**config.mk**
```make
export PLATFORM = sky130hd
export DESIGN_NAME = psram_qspi_writer
export DESIGN_NICKNAME = d
export VERILOG_FILES = /design/src/rtl/psram_qspi_writer.sv
export SDC_FILE = /design/constraint.sdc
export NUM_CORES = 1
export LEC_CHECK = 0
export BUFFER_PORTS_ARGS = -buffer_cell sky130_fd_sc_hd__buf_2
export CAP_MARGIN = 0
export CORE_ASPECT_RATIO = 1.2
export CORE_MARGIN = 2
export CORE_UTILIZATION = 52
export DETAILED_ROUTE_END_ITERATION = 12
export PLACE_DENSITY = 0.73
export SLEW_MARGIN = 15
export SYNTH_ARGS = -nofsm -noshare
export SYNTH_HDL_FRONTEND = slang
export SYNTH_SLANG_ARGS = --single-unit
```
**constraint.sdc**
```tcl
create_clock -name sys_clk -period 3.1 [get_ports sys_clk]
set_clock_uncertainty 0.2 [all_clocks]
set_input_delay 0.31 -clock sys_clk [delete_from_list [all_inputs] [get_ports sys_clk]]
set_output_delay 0.31 -clock sys_clk [all_outputs]
set_load 0.02 [all_outputs]
```
**src/rtl/psram_qspi_writer.sv**
```systemverilog
`default_nettype none
// ============================================================================
// psram_qspi_writer : QPI (opcode 0x38) write engine streaming bytes from a
//                     valid/ready source into the external PSRAM.
// Rev 1.0
// ============================================================================
module psram_qspi_writer #(
  parameter int         MAX_BURST      = 32,
  parameter int         CE_HIGH_CYCLES = 2,
  parameter logic [7:0] WR_CMD         = 8'h38
) (
  input  logic        sys_clk,
  input  logic        sys_rst_n,
  input  logic        wr_start,
  input  logic [23:0] wr_addr,
  input  logic [5:0]  wr_len,
  input  logic [7:0]  data_in,
  input  logic        data_valid,
  output logic        data_ready,
  output logic        busy,
  output logic        done,
  output logic        err,
  output logic [3:0]  mem_sio_out,
  output logic        mem_sio_oe,
  output logic        mem_ce_n,
  output logic        mem_clk
);

  typedef enum logic [2:0] {
    S_IDLE = 3'd0,
    S_CMD  = 3'd1,
    S_ADDR = 3'd2,
    S_DATA = 3'd3,
    S_HOLD = 3'd4
  } state_t;

  localparam logic [6:0] c_max_len   = 7'(MAX_BURST);
  localparam logic [7:0] c_hold_last = 8'(CE_HIGH_CYCLES - 1);

  state_t      state_q, state_d;
  logic        phase_q, phase_d;     // 0 = phase L (clk low), 1 = phase H
  logic        wait_q,  wait_d;      // in DATA, waiting for the next byte
  logic [2:0]  nib_q,   nib_d;       // nibble index; bit 0 = low nibble in DATA
  logic [31:0] shift_q, shift_d;
  logic [7:0]  byte_q,  byte_d;
  logic [5:0]  rem_q,   rem_d;       // bytes still to be transferred
  logic [7:0]  hold_q,  hold_d;
  logic        done_q,  done_d;
  logic        err_q,   err_d;

  logic        w_active;
  logic        w_len_bad;
  logic        w_page_bad;
  logic        w_xfer;
  logic [10:0] w_end;

  assign w_active   = (state_q == S_CMD) || (state_q == S_ADDR) || (state_q == S_DATA);
  assign w_end      = {1'b0, wr_addr[9:0]} + {5'b0, wr_len};
  assign w_len_bad  = (wr_len == 6'd0) || ({1'b0, wr_len} > c_max_len);
  assign w_page_bad = (w_end > 11'd1024);
  assign w_xfer     = data_ready & data_valid;

  assign busy       = (state_q != S_IDLE);
  assign done       = done_q;
  assign err        = err_q;
  assign mem_ce_n   = ~w_active;
  assign mem_sio_oe = w_active;
  assign mem_clk    = w_active & phase_q;

  always_comb begin
    data_ready = 1'b0;
    if (state_q == S_ADDR && phase_q && nib_q == 3'd5)
      data_ready = 1'b1;
    if (state_q == S_DATA && phase_q && nib_q[0] && rem_q != 6'd0)
      data_ready = 1'b1;
    if (state_q == S_DATA && wait_q)
      data_ready = 1'b1;
  end

  always_comb begin
    mem_sio_out = 4'h0;
    if (state_q == S_CMD || state_q == S_ADDR)
      mem_sio_out = shift_q[31:28];
    else if (state_q == S_DATA)
      mem_sio_out = nib_q[0] ? byte_q[3:0] : byte_q[7:4];
  end

  always_comb begin
    state_d = state_q;
    phase_d = phase_q;
    wait_d  = wait_q;
    nib_d   = nib_q;
    shift_d = shift_q;
    byte_d  = byte_q;
    rem_d   = rem_q;
    hold_d  = hold_q;
    done_d  = 1'b0;
    err_d   = 1'b0;

    if (w_xfer) begin
      byte_d = data_in;
      rem_d  = rem_q - 6'd1;
    end

    case (state_q)
      S_IDLE: begin
        if (wr_start) begin
          if (w_len_bad || w_page_bad) begin
            done_d = 1'b1;
            err_d  = 1'b1;
          end else begin
            state_d = S_CMD;
            phase_d = 1'b0;
            wait_d  = 1'b0;
            nib_d   = 3'd0;
            shift_d = {WR_CMD, wr_addr};
            rem_d   = wr_len;
          end
        end
      end
      S_CMD: begin
        phase_d = ~phase_q;
        if (phase_q) begin
          shift_d = {shift_q[27:0], 4'h0};
          if (nib_q == 3'd1) begin
            state_d = S_ADDR;
            nib_d   = 3'd0;
          end else begin
            nib_d = nib_q + 3'd1;
          end
        end
      end
      S_ADDR: begin
        phase_d = ~phase_q;
        if (phase_q) begin
          shift_d = {shift_q[27:0], 4'h0};
          if (nib_q == 3'd5) begin
            state_d = S_DATA;
            nib_d   = 3'd0;
            wait_d  = ~data_valid;
          end else begin
            nib_d = nib_q + 3'd1;
          end
        end
      end
      S_DATA: begin
        // A byte latched while waiting gets one fresh phase L before its clock edge.
        if (wait_q) begin
          if (data_valid)
            wait_d = 1'b0;
        end else if (!phase_q) begin
          phase_d = 1'b1;
        end else begin
          phase_d = 1'b0;
          if (!nib_q[0]) begin
            nib_d = 3'd1;
          end else if (rem_q == 6'd0) begin
            state_d = S_HOLD;
            hold_d  = 8'd0;
          end else begin
            nib_d  = 3'd0;
            wait_d = ~data_valid;
          end
        end
      end
      S_HOLD: begin
        if (hold_q == c_hold_last) begin
          state_d = S_IDLE;
          done_d  = 1'b1;
        end else begin
          hold_d = hold_q + 8'd1;
        end
      end
      default: state_d = S_IDLE;
    endcase
  end

  always_ff @(posedge sys_clk) begin
    if (!sys_rst_n) begin
      state_q <= S_IDLE;
      phase_q <= 1'b0;
      wait_q  <= 1'b0;
      nib_q   <= 3'd0;
      shift_q <= 32'h0;
      byte_q  <= 8'h0;
      rem_q   <= 6'd0;
      hold_q  <= 8'd0;
      done_q  <= 1'b0;
      err_q   <= 1'b0;
    end else begin
      state_q <= state_d;
      phase_q <= phase_d;
      wait_q  <= wait_d;
      nib_q   <= nib_d;
      shift_q <= shift_d;
      byte_q  <= byte_d;
      rem_q   <= rem_d;
      hold_q  <= hold_d;
      done_q  <= done_d;
      err_q   <= err_d;
    end
  end

endmodule
`default_nettype wire

```
==> results by group, run 1 <==
CTS
  • TritonCTS buffer count: 9
  • Deepest clock path buffer count: 2
  • H-Tree Depth: 3
  • Post-CTS sizing: 0
  • CTS tree: yes
  • Clock transition at path regs: about 70 ps
  • Post-CTS setup buffers: 0
  • CTS Hold Buffers Added: 5
  • Number of clock sinks: 64
  • Skew-Pair Late Insertion Delay: about 340 ps
  • Root buffer cell: clkbuf_8

Drt
  • Drt first pass iters: 4
  • Vias per cell: 5.809
  • Drt initial violations: roughly 210
  • Vias: 3369
  • Remaining DRCs: 0
  • Routed WL: around 8.6 mm
  • Post-route ant nets: 0
  • Average wire per standard cell: between 10 and 15 um

Global route
  • Initial antenna violation count: 0
  • Largest net degree at the start of global routing: around 70
  • First-pass GRT wire length: 14.34 mm
  • Vias in the first global route: slightly above 3000
  • Total gr overflow: 0
  • Tot GR Track Use: a little under a quarter

Final layout
  • Commonest cells after routing, fill and taps aside: 64 x dfxtp_1, 52 x buf_2, 39 x a21oi_1, 37 x nor2_1, 32 x inv_1
  • Diodes inserted: 0
  • Most common cell after layout, fill and taps aside: dfxtp_1
  • Layout area overhead: 16.50%
  • Fin util: around 63%
  • Layout cells sized above 1: between 20 and 25%
  • Layout fillers: 627
  • Final net count: 541

Critical path
  • Critical Path End Type: flop
  • Worst EP required: ~3200 ps
  • Largest fanout on the critical path: 7
  • Max stage delay cell, worst path: fa_1
  • CP arrival: between 2000 and 3000 ps
  • Worst path bufs/invs: 3
  • CP Class: in -> reg
  • Crit-path cells: buf_2 -> ha_1 -> inv_1 -> fa_1 -> xnor2_1 -> a2111oi_4 -> o2111ai_1 -> or3_1 -> o31a_1 -> buf_4 -> or3_1 -> o211ai_1
  • Cell family with most CP delay: compound AO/OA/AOI/OAI gates
  • CP most frequent cell: or3_1
  • Startpoint Class: input port
  • Slowest stage delay, CP: 390 ps

Power
  • PD cells: just under 700 nW/um^2
  • Design Power: between 2 and 3 mW
  • VDD IR max: ~0.48 mV
  • Leakage: around 1.7 nW

Synth
  • Mapped cell area: about 3700 um^2
  • Synth Area per Inst: about 8.4 um^2
  • Fraction of registers with async set/reset: 0%
  • Post-synthesis sequential area ratio: 34.76%
  • Ys flop type: dfxtp_1
  • Net Count, Synth: ~490
  • Cells after Synth: roughly 440
  • Ys Warns: 0
  • Unique cell type count in the Yosys netlist: 58
  • Post-synthesis register bit count: 64
  • Number of flops mapped to enable cells by yosys: 0

Timing
  • Slew headroom: 58.24%
  • Max-slew violations: 0
  • Endpoints failing setup: 0
  • FMAX: between 300 and 400 MHz
  • Fin. Hold Viols: 0
  • Period utilization: 93.12%
  • Slew @ Worst Pin: 625.6 ps
  • Final min period: between 2000 and 3000 ps
  • RSZ-0062 raised after global routing: false
  • Setup ws final: between 200 and 250 ps

Die
  • Die area: around 8000 um^2
  • Die width: a little over 80 um
  • Die height: 96.23 um
  • Core area: between 6000 and 7000 um^2
  • IO Count: 53
  • Row count: 33
  • Starting Density: ~54%

Placement
  • I/O Buffers: 52
  • Placer Congestion: approximately 0.94
  • Detailed Place HPWL: approximately 6.0 mm
  • Pre-CTS setup slack: -131.7 ps

Min path
  • HP Class: in -> reg

Flow run
  • Number of max-cap violations: 0

Outcome
  • Status: finished, final reports clean
logic make-up after synthesis:
logic type,after synthesis,synth area share (%)
DFF,64,34.76
adders and majority gates,11,3.938
buffers and inverters,62,6.381
and+or+nand+nor,130,17.75
muxes,34,9.912
AOI/OAI and AO/OA,125,24.17
xor gates and xnor gates,13,3.089
final timing paths:
path                             startpoint          end  slack (ps)  depth (start not counted)
worst max-delay path             wr_addr[0]     nib_q[0]         210                         12
worst min register to register  shift_q[26]  shift_q[30]         260                          2
worst min-delay path             data_in[4]    byte_q[4]           9                          3
worst max register to register     nib_q[0]     rem_q[5]         610                          7
final cells by class:
class                      count  area (um^2)  area share (%)
multi-input combinational    313         2173           50.61
sequential                    64         1281           29.84
timing repair buffer          68        405.4           9.441
clock buffer                  10        137.6           3.205
inverter                      32        120.1           2.797
tap                           87        108.9           2.535
clock inverter                 6        67.56           1.573
flip-flops by register name, summed over array words and instances, names as in the netlist:
name	flops
shift_q	32
byte_q	8
hold_q	8
rem_q	6
nib_q	3
state_q	3
done	1
err	1
phase_q	1
wait_q	1
Yosys cell counts (3+ instances only):
cell,count,area (um^2)
dfxtp_1,64,1281
a21oi_1,40,200.2
nor2_1,37,138.9
inv_1,32,120.1
nand2_1,31,116.4
clkbuf_1,26,97.59
a311oi_1,20,175.2
mux2_2,20,225.2
o21ai_0,20,100.1
mux2i_1,14,140.1
ha_1,10,125.1
nand3_1,10,50.05
a211oi_1,8,60.06
nand4_1,7,43.79
xnor2_1,7,61.31
and2_1,6,37.54
nand2b_1,6,37.54
nor2b_1,6,37.54
xor2_1,6,52.55
o211ai_1,5,37.54
o31ai_1,5,37.54
or3_1,5,31.28
a21o_1,3,22.52
and3_1,3,18.77
nor3_1,3,15.01
nor3b_1,3,22.52
nor4_1,3,18.77
o2111ai_1,3,26.28
report_power, final:
part | switching (mW) | total (mW) | internal [mW]
registers | 0.127 | 1.08 | 0.954
clock network | 0.345 | 0.741 | 0.396
logic | 0.596 | 1.08 | 0.481
through the flow:
step                hold WS, ps  std cells  area, um^2  TNS (ps)
CTS                       2.740        580        4294         0
floorplan                 231.9        439        3686         0
finish                    8.840        580        4294         0
global route              16.89        580        4294         0
global placement          238.8        559        4039    -133.4
detailed placement        243.6        559        4039    -797.3
worst register-to-register path: stages (launching register included):
cell and delay, ps:
dfxtp_1 720, and3b_1 290, a21o_1 150, o2111ai_1 120, buf_4 230, nor4b_1 360
xnor2_1 100, a211oi_1 230
metal layers:
| layer | vias up | part of all wire, % | wire (um) | global-route usage [%] |
|---|---|---|---|---|
| met5 | - | 0 | 0 | 0 |
| met4 | 0 | 1.6 | 135 | 7.768 |
| met3 | 11 | 4.6 | 397 | 5.816 |
| met2 | 71 | 48 | 4095 | 38.15 |
| met1 | 1596 | 46 | 3929 | 30.38 |
| li1 | 1691 | - | - | - |
Note: power is estimated with default switching activity, not from simulation.
==> inputs of run 2 (changes only) <==
==> constraint.sdc (replaced) <==
create_clock -name sys_clk -period 3.1 [get_ports sys_clk]
set_clock_uncertainty 0.2 [all_clocks]
set_input_delay 0.465 -clock sys_clk [delete_from_list [all_inputs] [get_ports sys_clk]]
set_output_delay 0.465 -clock sys_clk [all_outputs]
set_load 0.02 [all_outputs]
==> run 2 against run 1 <==
Against the previous run:
- sequential cell count did not move
- non-clock buffer count rose by 13
- largest cell class unchanged
- die area did not move
- sequential power hardly changed
==> results by group, run 2 (synthesized netlist as in run 1, its figures left out) <==
Outcome
  • Status: finished, final reports clean

Flow run
  • Number of max-cap violations: 0 (unchanged)

Timing
  • Max-slew violations: 0 (unchanged)
  • Slew @ Worst Pin: 637.6 ps (+12.05 ps)
  • Setup ws final: 120.9 ps (-92.30 ps)
  • Final min period: 2979 ps (+92.30 ps)
  • Fin. Hold Viols: 0 (unchanged)
  • Endpoints failing setup: 0 (unchanged)
  • Slew headroom: 57.43% (-0.80 points)
  • Period utilization: 96.10% (+3.0 points)
  • FMAX: 335.7 MHz (-3.1%)

Drt
  • Drt first pass iters: 4 (unchanged)
  • Drt initial violations: 202 (-1.9%)
  • Vias per cell: 5.791 (-0.31%)
  • Vias: 3428 (+1.8%)
  • Remaining DRCs: 0 (unchanged)
  • Average wire per standard cell: 15.32 um (+3.8%)
  • Routed WL: 9.067 mm (+6.0%)
  • Post-route ant nets: 0 (unchanged)

Die
  • Row count: 33 (unchanged)
  • Die height: 96.23 um (unchanged)
  • Core area: 6854 um^2 (unchanged)
  • Die width: 80.86 um (unchanged)
  • Starting Density: 53.78% (unchanged)
  • IO Count: 53 (unchanged)
  • Die area: 7781 um^2 (unchanged)

Final layout
  • Most common cell after layout, fill and taps aside: dfxtp_1
  • Commonest cells after routing, fill and taps aside: 64 x dfxtp_1, 52 x buf_2, 39 x a21oi_1, 37 x nor2_1, 32 x inv_1
  • Layout cells sized above 1: 25.74% (+4.2 points)
  • Diodes inserted: 0 (unchanged)
  • Top flop regs: shift_q x32, byte_q x8, hold_q x8
  • Layout area overhead: 20.67%
  • Final net count: 554 (+2.4%)
  • Reg with most FFs: shift_q
  • Flip-flop count of the largest register after layout: 32 (unchanged)
  • Post-layout instance area: 4448 um^2 (+3.6%)

CTS
  • Skew-Pair Late Insertion Delay: 350 ps (about the same)
  • TritonCTS buffer count: 9 (unchanged)
  • CTS tree: yes
  • Deepest clock path buffer count: 2 (unchanged)
  • Clock transition at path regs: 70 ps (about the same)
  • Number of clock sinks: 64 (unchanged)
  • Root buffer cell: clkbuf_8
  • H-Tree Depth: 3 (unchanged)

Placement
  • Detailed Place HPWL: 6.335 mm (+5.2%)
  • Pre-CTS setup slack: -233.4 ps (-101.7 ps)
  • I/O Buffers: 52 (unchanged)
  • Area after DPL: 4194 um^2 (+3.8%)
  • Placer Congestion: 0.8948 (-4.6%)

Global route
  • Tot GR Track Use: 24.31% (+0.83 points)
  • Largest net degree at the start of global routing: 64 (-7.2%)
  • Met1 Use GR: 30.60% (+0.22 points)
  • Most Used Layer, Global Route: met2
  • Grt met3 use: 5.629% (-0.19 points)
  • First-pass GRT wire length: 14.77 mm (+3.0%)
  • Vias in the first global route: 3217 (+3.2%)
  • Initial antenna violation count: 0 (unchanged)
  • Met2 usage: 40.36% (+2.2 points)
  • Total gr overflow: 0 (unchanged)

Power
  • VDD IR max: 0.4936 mV (+3.0%)
  • PD cells: 666.0 nW/um^2 (-1.4%)
  • Leakage: 1.815 nW (+4.7%)
  • Design Power: 2.962 mW (+2.2%)

Critical path
  • Largest fanout on the critical path: 31 (+24)
  • Critical Path End Type: flop
  • CP Class: in -> reg
  • CP arrival: 3040 ps (+90 ps)
  • Worst EP required: 3160 ps (about the same)
  • Startpoint Class: input port

Min path
  • HP Class: in -> reg
-- run 2: through the flow --
step	utilization, %	TNS [ps]	cells	hold slack [ps]
after floorplan	-	0	439	231.9
after detailed placement	61.19	-6761	575	247.6
after CTS	64.18	0	590	137.9
after global routing	64.90	-1.250	592	152.4
final	64.90	0	592	144.6
after global placement	61.19	-4863	575	241.2
-- run 2: final cells by class --
class,instances,area (um^2)
Tap cell,87,108.9
Clock inverter,4,53.80
Inverter,32,120.1
Timing Repair Buffer,81,511.7
Fill cell,596,2406
Multi-Input combinational cell,313,2221
Sequential cell,64,1281
Clock buffer,11,151.4
-- run 2: power by group --
part           internal (mW)  total [mW]  switching, mW  leakage, nW
Clock                  0.412       0.749          0.337       0.0976
Combinational          0.511        1.13          0.618         1.20
Sequential             0.955        1.08          0.129        0.522
-- run 2: worst max-delay path: stages --
cell and delay, ps:
buf_2 130, ha_4 140, inv_1 50, fa_2 360, or2b_1 270, a211oi_1 270, a2bb2oi_2 120, nor4_2 300
o211ai_1 230, buf_4 210, buf_6 180, a311oi_1 290
-- run 2: what timing repair did --
item                       CTS  global route
setup endpoints to repair    0            30
setup buffers                0             1
gates resized for setup      0             6
hold buffers                 0             0
-- run 2: path summary, 6_finish.rpt --
kind	start	endpoint	slack, ps	cells after the start
setup / recovery	wr_addr[0]	shift_q[9]	120	12
hold / removal	data_in[0]	byte_q[0]	140	3
setup reg to reg	hold_q[0]	hold_q[7]	480	8
hold reg to reg	shift_q[21]	shift_q[25]	260	2
-- run 2: layer usage --
metal	up-vias	share of wire, %
met2	67	50
met5	-	0
met3	17	3.8
met4	0	2.1
met1	1630	44
li1	1714	-
